**src/rtl/de_write_queue_if.sv**
```systemverilog
// Bundles the drawing-unit and framestore handshakes of the write queue.
// Latency: none, wiring only.
// Backpressure: de_ack/mem_ack pulses carry all flow control; no storage here.
interface de_write_queue_if #(
  parameter int ADDR_W = 18
);
  // drawing-unit side
  logic              de_req;
  logic              de_ack;
  logic [ADDR_W-1:0] de_addr;
  logic [3:0]        de_nbyte;
  logic              de_rnw;
  logic [31:0]       de_w_data;
  logic [31:0]       de_r_data;
  // framestore side
  logic              mem_req;
  logic              mem_ack;
  logic [ADDR_W-1:0] mem_addr;
  logic [3:0]        mem_nbyte;
  logic              mem_rnw;
  logic [31:0]       mem_w_data;
  logic [31:0]       mem_r_data;

  // Queue view: accepts drawing-unit commands, issues framestore commands.
  modport slave (
    input  de_req, de_addr, de_nbyte, de_rnw, de_w_data,
    output de_ack, de_r_data,
    output mem_req, mem_addr, mem_nbyte, mem_rnw, mem_w_data,
    input  mem_ack, mem_r_data
  );

  // Environment view: drawing unit plus framestore model.
  modport master (
    output de_req, de_addr, de_nbyte, de_rnw, de_w_data,
    input  de_ack, de_r_data,
    input  mem_req, mem_addr, mem_nbyte, mem_rnw, mem_w_data,
    output mem_ack, mem_r_data
  );
endinterface

```
**src/rtl/de_write_queue.sv**
```systemverilog
// Posted-write queue between drawing unit and framestore; reads wait for the queue to drain.
// Latency: write de_ack 1 cycle after de_req sampled, mem_req 1 cycle later; reads ack in RETURN.
// Backpressure: de_ack withheld while full (unless a tail merge is possible); build option DE_WRITE_COMBINE_EN merges same-address writes.
module de_write_queue #(
  parameter int DEPTH  = 4,
  parameter int ADDR_W = 18
) (
  input  logic            clk,
  input  logic            rst_n,
  de_write_queue_if.slave bus,
  output logic            empty
);

  localparam int PTR_W = (DEPTH > 1) ? $clog2(DEPTH) : 1;
  localparam int CNT_W = PTR_W + 1;

  typedef struct packed {
    logic [ADDR_W-1:0] addr;
    logic [3:0]        nbyte;
    logic [31:0]       data;
  } entry_t;

  typedef enum logic [1:0] {
    IDLE,
    WRITE,
    READ,
    RETURN
  } state_t;

  entry_t           q [DEPTH];
  logic [PTR_W-1:0] rd_ptr;
  logic [PTR_W-1:0] wr_ptr;
  logic [CNT_W-1:0] count;
  state_t           state;

  entry_t new_entry;
  logic   req_new;
  logic   is_discard;
  logic   full;
  logic   q_empty;
  logic   merge_ok;
  logic   wr_acc;
  logic   rd_acc;
  logic   push;
  logic   pop;

  // Incoming command and its acceptance decision.
  always_comb begin
    new_entry.addr  = bus.de_addr;
    new_entry.nbyte = bus.de_nbyte;
    new_entry.data  = bus.de_w_data;
  end

  // A request is new only outside the ack cycle, so a held req is taken once.
  assign req_new    = bus.de_req && !bus.de_ack;
  assign is_discard = (bus.de_nbyte == 4'b1111);
  assign full       = (count == CNT_W'(DEPTH));
  assign q_empty    = (count == '0);

`ifdef DE_WRITE_COMBINE_EN
  logic [PTR_W-1:0] tail_ptr;
  entry_t           merged;

  assign tail_ptr = wr_ptr - PTR_W'(1);

  // The head is either on mem_* or about to be loaded there, so merging is
  // only safe when the tail is a different entry (two or more queued).
  assign merge_ok = (count >= CNT_W'(2)) && (q[tail_ptr].addr == bus.de_addr);

  // Enabled bytes of the new write overwrite the tail; enables accumulate.
  always_comb begin
    merged       = q[tail_ptr];
    merged.nbyte = q[tail_ptr].nbyte & bus.de_nbyte;
    for (int i = 0; i < 4; i++) begin
      if (!bus.de_nbyte[i]) begin
        merged.data[8*i +: 8] = bus.de_w_data[8*i +: 8];
      end
    end
  end
`else
  assign merge_ok = 1'b0;
`endif

  assign wr_acc = req_new && !bus.de_rnw && (is_discard || !full || merge_ok);
  // Reads never overtake queued or in-flight writes.
  assign rd_acc = req_new && bus.de_rnw && q_empty && (state == IDLE);
  assign push   = wr_acc && !is_discard && !merge_ok;
  assign pop    = (state == WRITE) && bus.mem_ack;

  assign empty  = q_empty && (state == IDLE);

  // Queue storage; the entry on mem_* is a registered copy, never rewritten here.
  always_ff @(posedge clk) begin
    if (push) begin
      q[wr_ptr] <= new_entry;
    end
`ifdef DE_WRITE_COMBINE_EN
    else if (wr_acc && !is_discard && merge_ok) begin
      q[tail_ptr] <= merged;
    end
`endif
  end

  // Pointers wrap naturally at a power-of-two depth; push+pop leaves count unchanged.
  always_ff @(posedge clk or negedge rst_n) begin
    if (!rst_n) begin
      rd_ptr <= '0;
      wr_ptr <= '0;
      count  <= '0;
    end else begin
      if (push) begin
        wr_ptr <= wr_ptr + PTR_W'(1);
      end
      if (pop) begin
        rd_ptr <= rd_ptr + PTR_W'(1);
      end
      case ({push, pop})
        2'b10:   count <= count + CNT_W'(1);
        2'b01:   count <= count - CNT_W'(1);
        default: count <= count;
      endcase
    end
  end

  // Memory engine with registered handshake and command outputs.
  always_ff @(posedge clk or negedge rst_n) begin
    if (!rst_n) begin
      state          <= IDLE;
      bus.de_ack     <= 1'b0;
      bus.de_r_data  <= '0;
      bus.mem_req    <= 1'b0;
      bus.mem_rnw    <= 1'b0;
      bus.mem_addr   <= '0;
      bus.mem_nbyte  <= 4'b1111;
      bus.mem_w_data <= '0;
    end else begin
      bus.de_ack <= wr_acc;
      case (state)
        IDLE: begin
          if (rd_acc) begin
            state         <= READ;
            bus.mem_req   <= 1'b1;
            bus.mem_rnw   <= 1'b1;
            bus.mem_addr  <= bus.de_addr;
            bus.mem_nbyte <= 4'b0000;
          end else if (!q_empty) begin
            state          <= WRITE;
            bus.mem_req    <= 1'b1;
            bus.mem_rnw    <= 1'b0;
            bus.mem_addr   <= q[rd_ptr].addr;
            bus.mem_nbyte  <= q[rd_ptr].nbyte;
            bus.mem_w_data <= q[rd_ptr].data;
          end
        end
        WRITE: begin
          // Returning through IDLE guarantees a low cycle on mem_req.
          if (bus.mem_ack) begin
            state       <= IDLE;
            bus.mem_req <= 1'b0;
          end
        end
        READ: begin
          if (bus.mem_ack) begin
            state         <= RETURN;
            bus.mem_req   <= 1'b0;
            bus.de_r_data <= bus.mem_r_data;
            bus.de_ack    <= 1'b1;
          end
        end
        RETURN: begin
          state <= IDLE;
        end
        default: begin
          state <= IDLE;
        end
      endcase
    end
  end

endmodule

```
**src/flat_wrapper.sv**
```systemverilog
// flat-port wrapper written by rule: the top's interface ports become plain ports
module de_write_queue_flat 
#(
  parameter int DEPTH  = 4,
  parameter int ADDR_W = 18
)
  (clk, rst_n, empty, bus_de_req, bus_de_addr, bus_de_nbyte, bus_de_rnw, bus_de_w_data, bus_de_ack, bus_de_r_data, bus_mem_req, bus_mem_addr, bus_mem_nbyte, bus_mem_rnw, bus_mem_w_data, bus_mem_ack, bus_mem_r_data);
  de_write_queue_if #(.ADDR_W(ADDR_W)) bus_i ();
  input  logic clk;
  input  logic rst_n;
  output logic empty;
  input wire logic [$bits(bus_i.de_req)-1:0] bus_de_req;
  input wire logic [$bits(bus_i.de_addr)-1:0] bus_de_addr;
  input wire logic [$bits(bus_i.de_nbyte)-1:0] bus_de_nbyte;
  input wire logic [$bits(bus_i.de_rnw)-1:0] bus_de_rnw;
  input wire logic [$bits(bus_i.de_w_data)-1:0] bus_de_w_data;
  output wire logic [$bits(bus_i.de_ack)-1:0] bus_de_ack;
  output wire logic [$bits(bus_i.de_r_data)-1:0] bus_de_r_data;
  output wire logic [$bits(bus_i.mem_req)-1:0] bus_mem_req;
  output wire logic [$bits(bus_i.mem_addr)-1:0] bus_mem_addr;
  output wire logic [$bits(bus_i.mem_nbyte)-1:0] bus_mem_nbyte;
  output wire logic [$bits(bus_i.mem_rnw)-1:0] bus_mem_rnw;
  output wire logic [$bits(bus_i.mem_w_data)-1:0] bus_mem_w_data;
  input wire logic [$bits(bus_i.mem_ack)-1:0] bus_mem_ack;
  input wire logic [$bits(bus_i.mem_r_data)-1:0] bus_mem_r_data;
  assign bus_i.de_req = bus_de_req;
  assign bus_i.de_addr = bus_de_addr;
  assign bus_i.de_nbyte = bus_de_nbyte;
  assign bus_i.de_rnw = bus_de_rnw;
  assign bus_i.de_w_data = bus_de_w_data;
  assign bus_de_ack = bus_i.de_ack;
  assign bus_de_r_data = bus_i.de_r_data;
  assign bus_mem_req = bus_i.mem_req;
  assign bus_mem_addr = bus_i.mem_addr;
  assign bus_mem_nbyte = bus_i.mem_nbyte;
  assign bus_mem_rnw = bus_i.mem_rnw;
  assign bus_mem_w_data = bus_i.mem_w_data;
  assign bus_i.mem_ack = bus_mem_ack;
  assign bus_i.mem_r_data = bus_mem_r_data;
  de_write_queue #(.DEPTH(DEPTH), .ADDR_W(ADDR_W)) u_core (.clk(clk), .rst_n(rst_n), .bus(bus_i), .empty(empty));
endmodule
```
**config.mk**
```make
export PLATFORM = sky130hd
export DESIGN_NAME = de_write_queue_flat
export DESIGN_NICKNAME = d
export VERILOG_FILES = /design/src/rtl/de_write_queue_if.sv /design/src/rtl/de_write_queue.sv /design/src/flat_wrapper.sv
export SDC_FILE = /design/constraint.sdc
export NUM_CORES = 1
export LEC_CHECK = 0
export CORE_UTILIZATION = 30
export CTS_BUF_LIST = sky130_fd_sc_hd__clkbuf_4 sky130_fd_sc_hd__clkbuf_8
export DETAILED_ROUTE_END_ITERATION = 16
export DONT_BUFFER_PORTS = 1
export SETUP_SLACK_MARGIN = 0.1
export SYNTH_ARGS = -nofsm -noshare
export SYNTH_HDL_FRONTEND = slang
export SYNTH_SLANG_ARGS = --single-unit
```
**constraint.sdc**
```tcl
create_clock -name clk -period 3.2 [get_ports clk]
set_input_delay 0.16 -clock clk [delete_from_list [all_inputs] [get_ports clk]]
set_output_delay 0.16 -clock clk [all_outputs]
set_load 0.005 [all_outputs]
```
==> results by group <==
Outcome
  • Outcome: complete, no violations

GRT
  • Initial antenna violation count: 3
  • GRT Total Usage: a little over an eighth
  • First-pass GRT wire length: approximately 41000 µm
  • Vias in the first global route: 6916
  • Largest net degree at the start of global routing: 99
  • Grt total ovfl: 0

Setup path
  • Setup CP Type: reg -> reg
  • Worst Setup End Kind: flop
  • WP buf/inv: 1
  • Critical path's top delay family: simple AND/OR/NAND/NOR gates
  • Crit path arrival time: 2.66 ns
  • Worst-path maximum fanout: 28
  • CP max stage delay: approximately 0.58 ns
  • Cells along the critical path: nor2_1 > a2111oi_4 > and2_4 > buf_12
  • Slowest cell on the critical path: a2111oi_4
  • Startpoint Class: flop
  • Worst EP required: roughly 3.5 ns

Clocking
  • CTS tree: yes
  • Clock Latency Late Sink: 0.60 ns
  • CTS clock-pin slew for the worst setup and hold paths: about 0.06 ns
  • Clk buf depth: 3
  • Post_cts resized: 0
  • Root buffer cell: clkbuf_8
  • H-tree levels: 2
  • Clk sinks: around 310
  • CTS Buf Count: just over 50

Drt
  • DRT Wirelength: 26500 µm
  • Vias/cell: 4.58
  • First DRT Iteration DRCs: a little over 300
  • DR WL/cell: slightly below 20 µm
  • TritonRoute pass-1 iters: 4
  • Via count: 6215
  • DRC: 0
  • Final antenna-violating net count: 0

Synthesis
  • Largest cells by area after synthesis: edfxtp_1 (54%), dfrtp_1 (20%), mux4_2 (10%)
  • Number of synthesized register bits: 314
  • Cell area after synthesis: between 10000 and 15000 µm²
  • Cell count after synthesis: 669
  • Warnings, synthesis: 0
  • Mapped Nets: 770
  • Post-synth top area share: between 50 and 60%
  • Sequential area share after synthesis: 75.0%
  • Post-synth ARST share: 31.2%
  • Ys flop type: edfxtp_1
  • Syn avg cell area: approximately 18 µm²
  • Post-synth EDFFs: 216
  • Synth area leader: edfxtp_1
  • Distinct cells, synth: 37

Finish
  • Area Growth Syn to Fin: 23.8%
  • Layout Nets: approximately 900
  • Share of cells above drive strength 1: around 25%
  • Final Cell Area: about 15000 µm²

Floorplanning
  • Die width: 201 µm
  • Rows: 72
  • Ports: ~180
  • Core Area: between 30000 and 40000 µm²
  • Overall die height: ~200 µm
  • Initial Utilization: between 30% and 40%
  • DIE AREA: 40500 µm²

Power
  • Comb power frac: between 20% and 30%
  • Flop pwr share: 46.4%
  • Sw frac: a little under a third
  • Peak VDD IR: 523 µV
  • Int Power: approximately 9000 µW
  • Switching power: 4080 µW
  • PwrDens: a little under 900 nW/µm²
  • Clk pwr share: around 30%
  • LEAKAGE: 0.00537 µW

Placement
  • Post-DP Area: between 10000 and 15000 µm²
  • Dpl hpwl: 15900 µm
  • I/O Buffers: 0
  • GP Congestion: 0.723

Run
  • Number of max-cap violations: 0

Timing
  • Max_slew headroom: 41.6%
  • Final Cycle Share: roughly 75%
  • Setup repair after global routing missed its margin: false
  • Final Skew: between 0.03 and 0.04 ns
  • Setup violators final: 0
  • Fmax achieved: about 420 MHz
  • Least-Margin Pin Slew: about 0.87 ns
  • Slew Viols, Final: 0
  • Period minus WS final: between 2 and 2.5 ns
  • Final Hold Vio Count: 0
  • Setup TNS: 0 ns
  • WHS: around 0.073 ns

Min path
  • Worst min-delay path class: in -> reg
## through the flow
step / utilization (%) / power (µW) / instances / setup slack [ns]
final: 37.9 / 13100 / 1358 / 0.814
after global routing: 37.9 / 13900 / 1358 / 0.668
after CTS: 37.9 / 13400 / 1357 / 0.753
after detailed placement: 32.5 / 9270 / 1169 / 0.756
after global placement: 32.5 / 9210 / 1169 / 0.816
after floorplan: - / 8250 / 669 / 0.390
## cell type report
class	instances	area (µm²)
fill	3603	24200
sequential	314	8950
multi-input combinational	313	2830
timing repair buffer	106	1120
clock buffer	69	887
tap	518	648
clock inverter	27	280
inverter	10	37.5
antenna	1	2.50
## worst register-to-register path: cells and delay by family (launching register included)
kind / cells / cell delay [ns]
DFF: 1 / 0.52
AOI/OAI and AO/OA: 1 / 0.58
buffers and inverters: 1 / 0.30
and+or+nand+nor: 2 / 0.70
## metal layers
metal  wire (µm)  up-vias  GRT usage (%)  share of wire [%]
li1            -     2791              -                  -
met1       11500     3152           16.9                 43
met2       12500      216           21.4                 47
met3        1870       52           3.95                7.0
met4         593        4           4.36                2.2
met5          23        -              0              0.087
## power by group through the flow
| stage | logic, µW | clock network (µW) | registers [µW] |
|---|---|---|---|
| final | 3180 | 3870 | 6090 |
| after global routing | 3540 | 4170 | 6210 |
| after CTS | 3270 | 4000 | 6110 |
| after detailed placement | 3090 | 0 | 6180 |
| after global placement | 3030 | 0 | 6170 |
| after floorplan | 2510 | 0 | 5730 |
## state kept, by name, indices dropped and copies added, names as in the netlist
signal	count
u_core.count	3
u_core.q	216
u_core.bus.mem_nbyte	4
u_core.bus.mem_rnw	1
u_core.wr_ptr	2
u_core.bus.mem_addr	18
u_core.state	2
u_core.bus.mem_w_data	32
u_core.bus.mem_req	1
u_core.bus.de_ack	1
u_core.rd_ptr	2
u_core.bus.de_r_data	32
## cells in the mapped netlist (all sizes together), types with 2 or more instances
master and n:
edfxtp 216, nand2 136, and2 5, nand3b 2, buf 15, ha 9
o21ai 2, a2bb2oi 2, dfstp 4, and3b 2, o31ai 2, dfrtp 94
o211ai 18, a21oi 4, clkbuf 17, nand2b 2, a22o 4, inv 10
mux2 34, xnor2 3, mux4 54, xor2 3, nand3 18, nor2 3
## placed cells by master (no fill, tap or decap), drive strengths merged, types with 2 or more instances in the layout
master and n:
a22o 4, o31ai 2, dlygate4sd3 91, xnor2 3
and3b 2, clkbuf 69, nand3 18, inv 11
nand3b 2, nand2 136, clkinv 19, buf 15
mux2 34, ha 9, xor2 3, and2 5
o211ai 18, dfstp 4, a2bb2oi 2, clkinvlp 2
a21oi 4, nor2 3, nand2b 2, mux4 54
edfxtp 216, o21ai 2, dfrtp 94, bufinv 5
## repair_timing
action	CTS	global route
setup buffers	0	0
setup endpoints to repair	0	0
hold endpoints to repair	374	0
hold buffers	92	0
## kinds of logic (layout without fill, tap and decap cells)
family | after synthesis | in the layout | share of synthesized area (%)
AOI/OAI and AO/OA | 37 | 37 | 2.46
adders and majority gates | 10 | 10 | 1.11
and+or+nand+nor | 172 | 172 | 6.10
buffers and inverters | 42 | 212 | 1.44
muxes | 88 | 88 | 13.4
other | 0 | 1 | 0
DFF | 314 | 314 | 75.0
xor gates and xnor gates | 6 | 6 | 0.441
## path summary, 6_finish.rpt
path,startpoint,to,slack (ns),depth (start not counted)
max in group asynchronous,rst_n,u_core.bus.de_r_data[13],2.54,2
worst min-delay path,bus_de_req,u_core.bus.mem_rnw,0.07,3
worst max-delay path,u_core.count[0],u_core.q[0][46],0.81,4
worst max register to register,u_core.count[0],u_core.q[0][46],0.81,4
worst min register to register,u_core.bus.mem_w_data[15],u_core.bus.mem_w_data[15],0.51,2
min in group asynchronous,rst_n,u_core.bus.mem_addr[0],0.17,2
(Power assumes the default switching activity.)
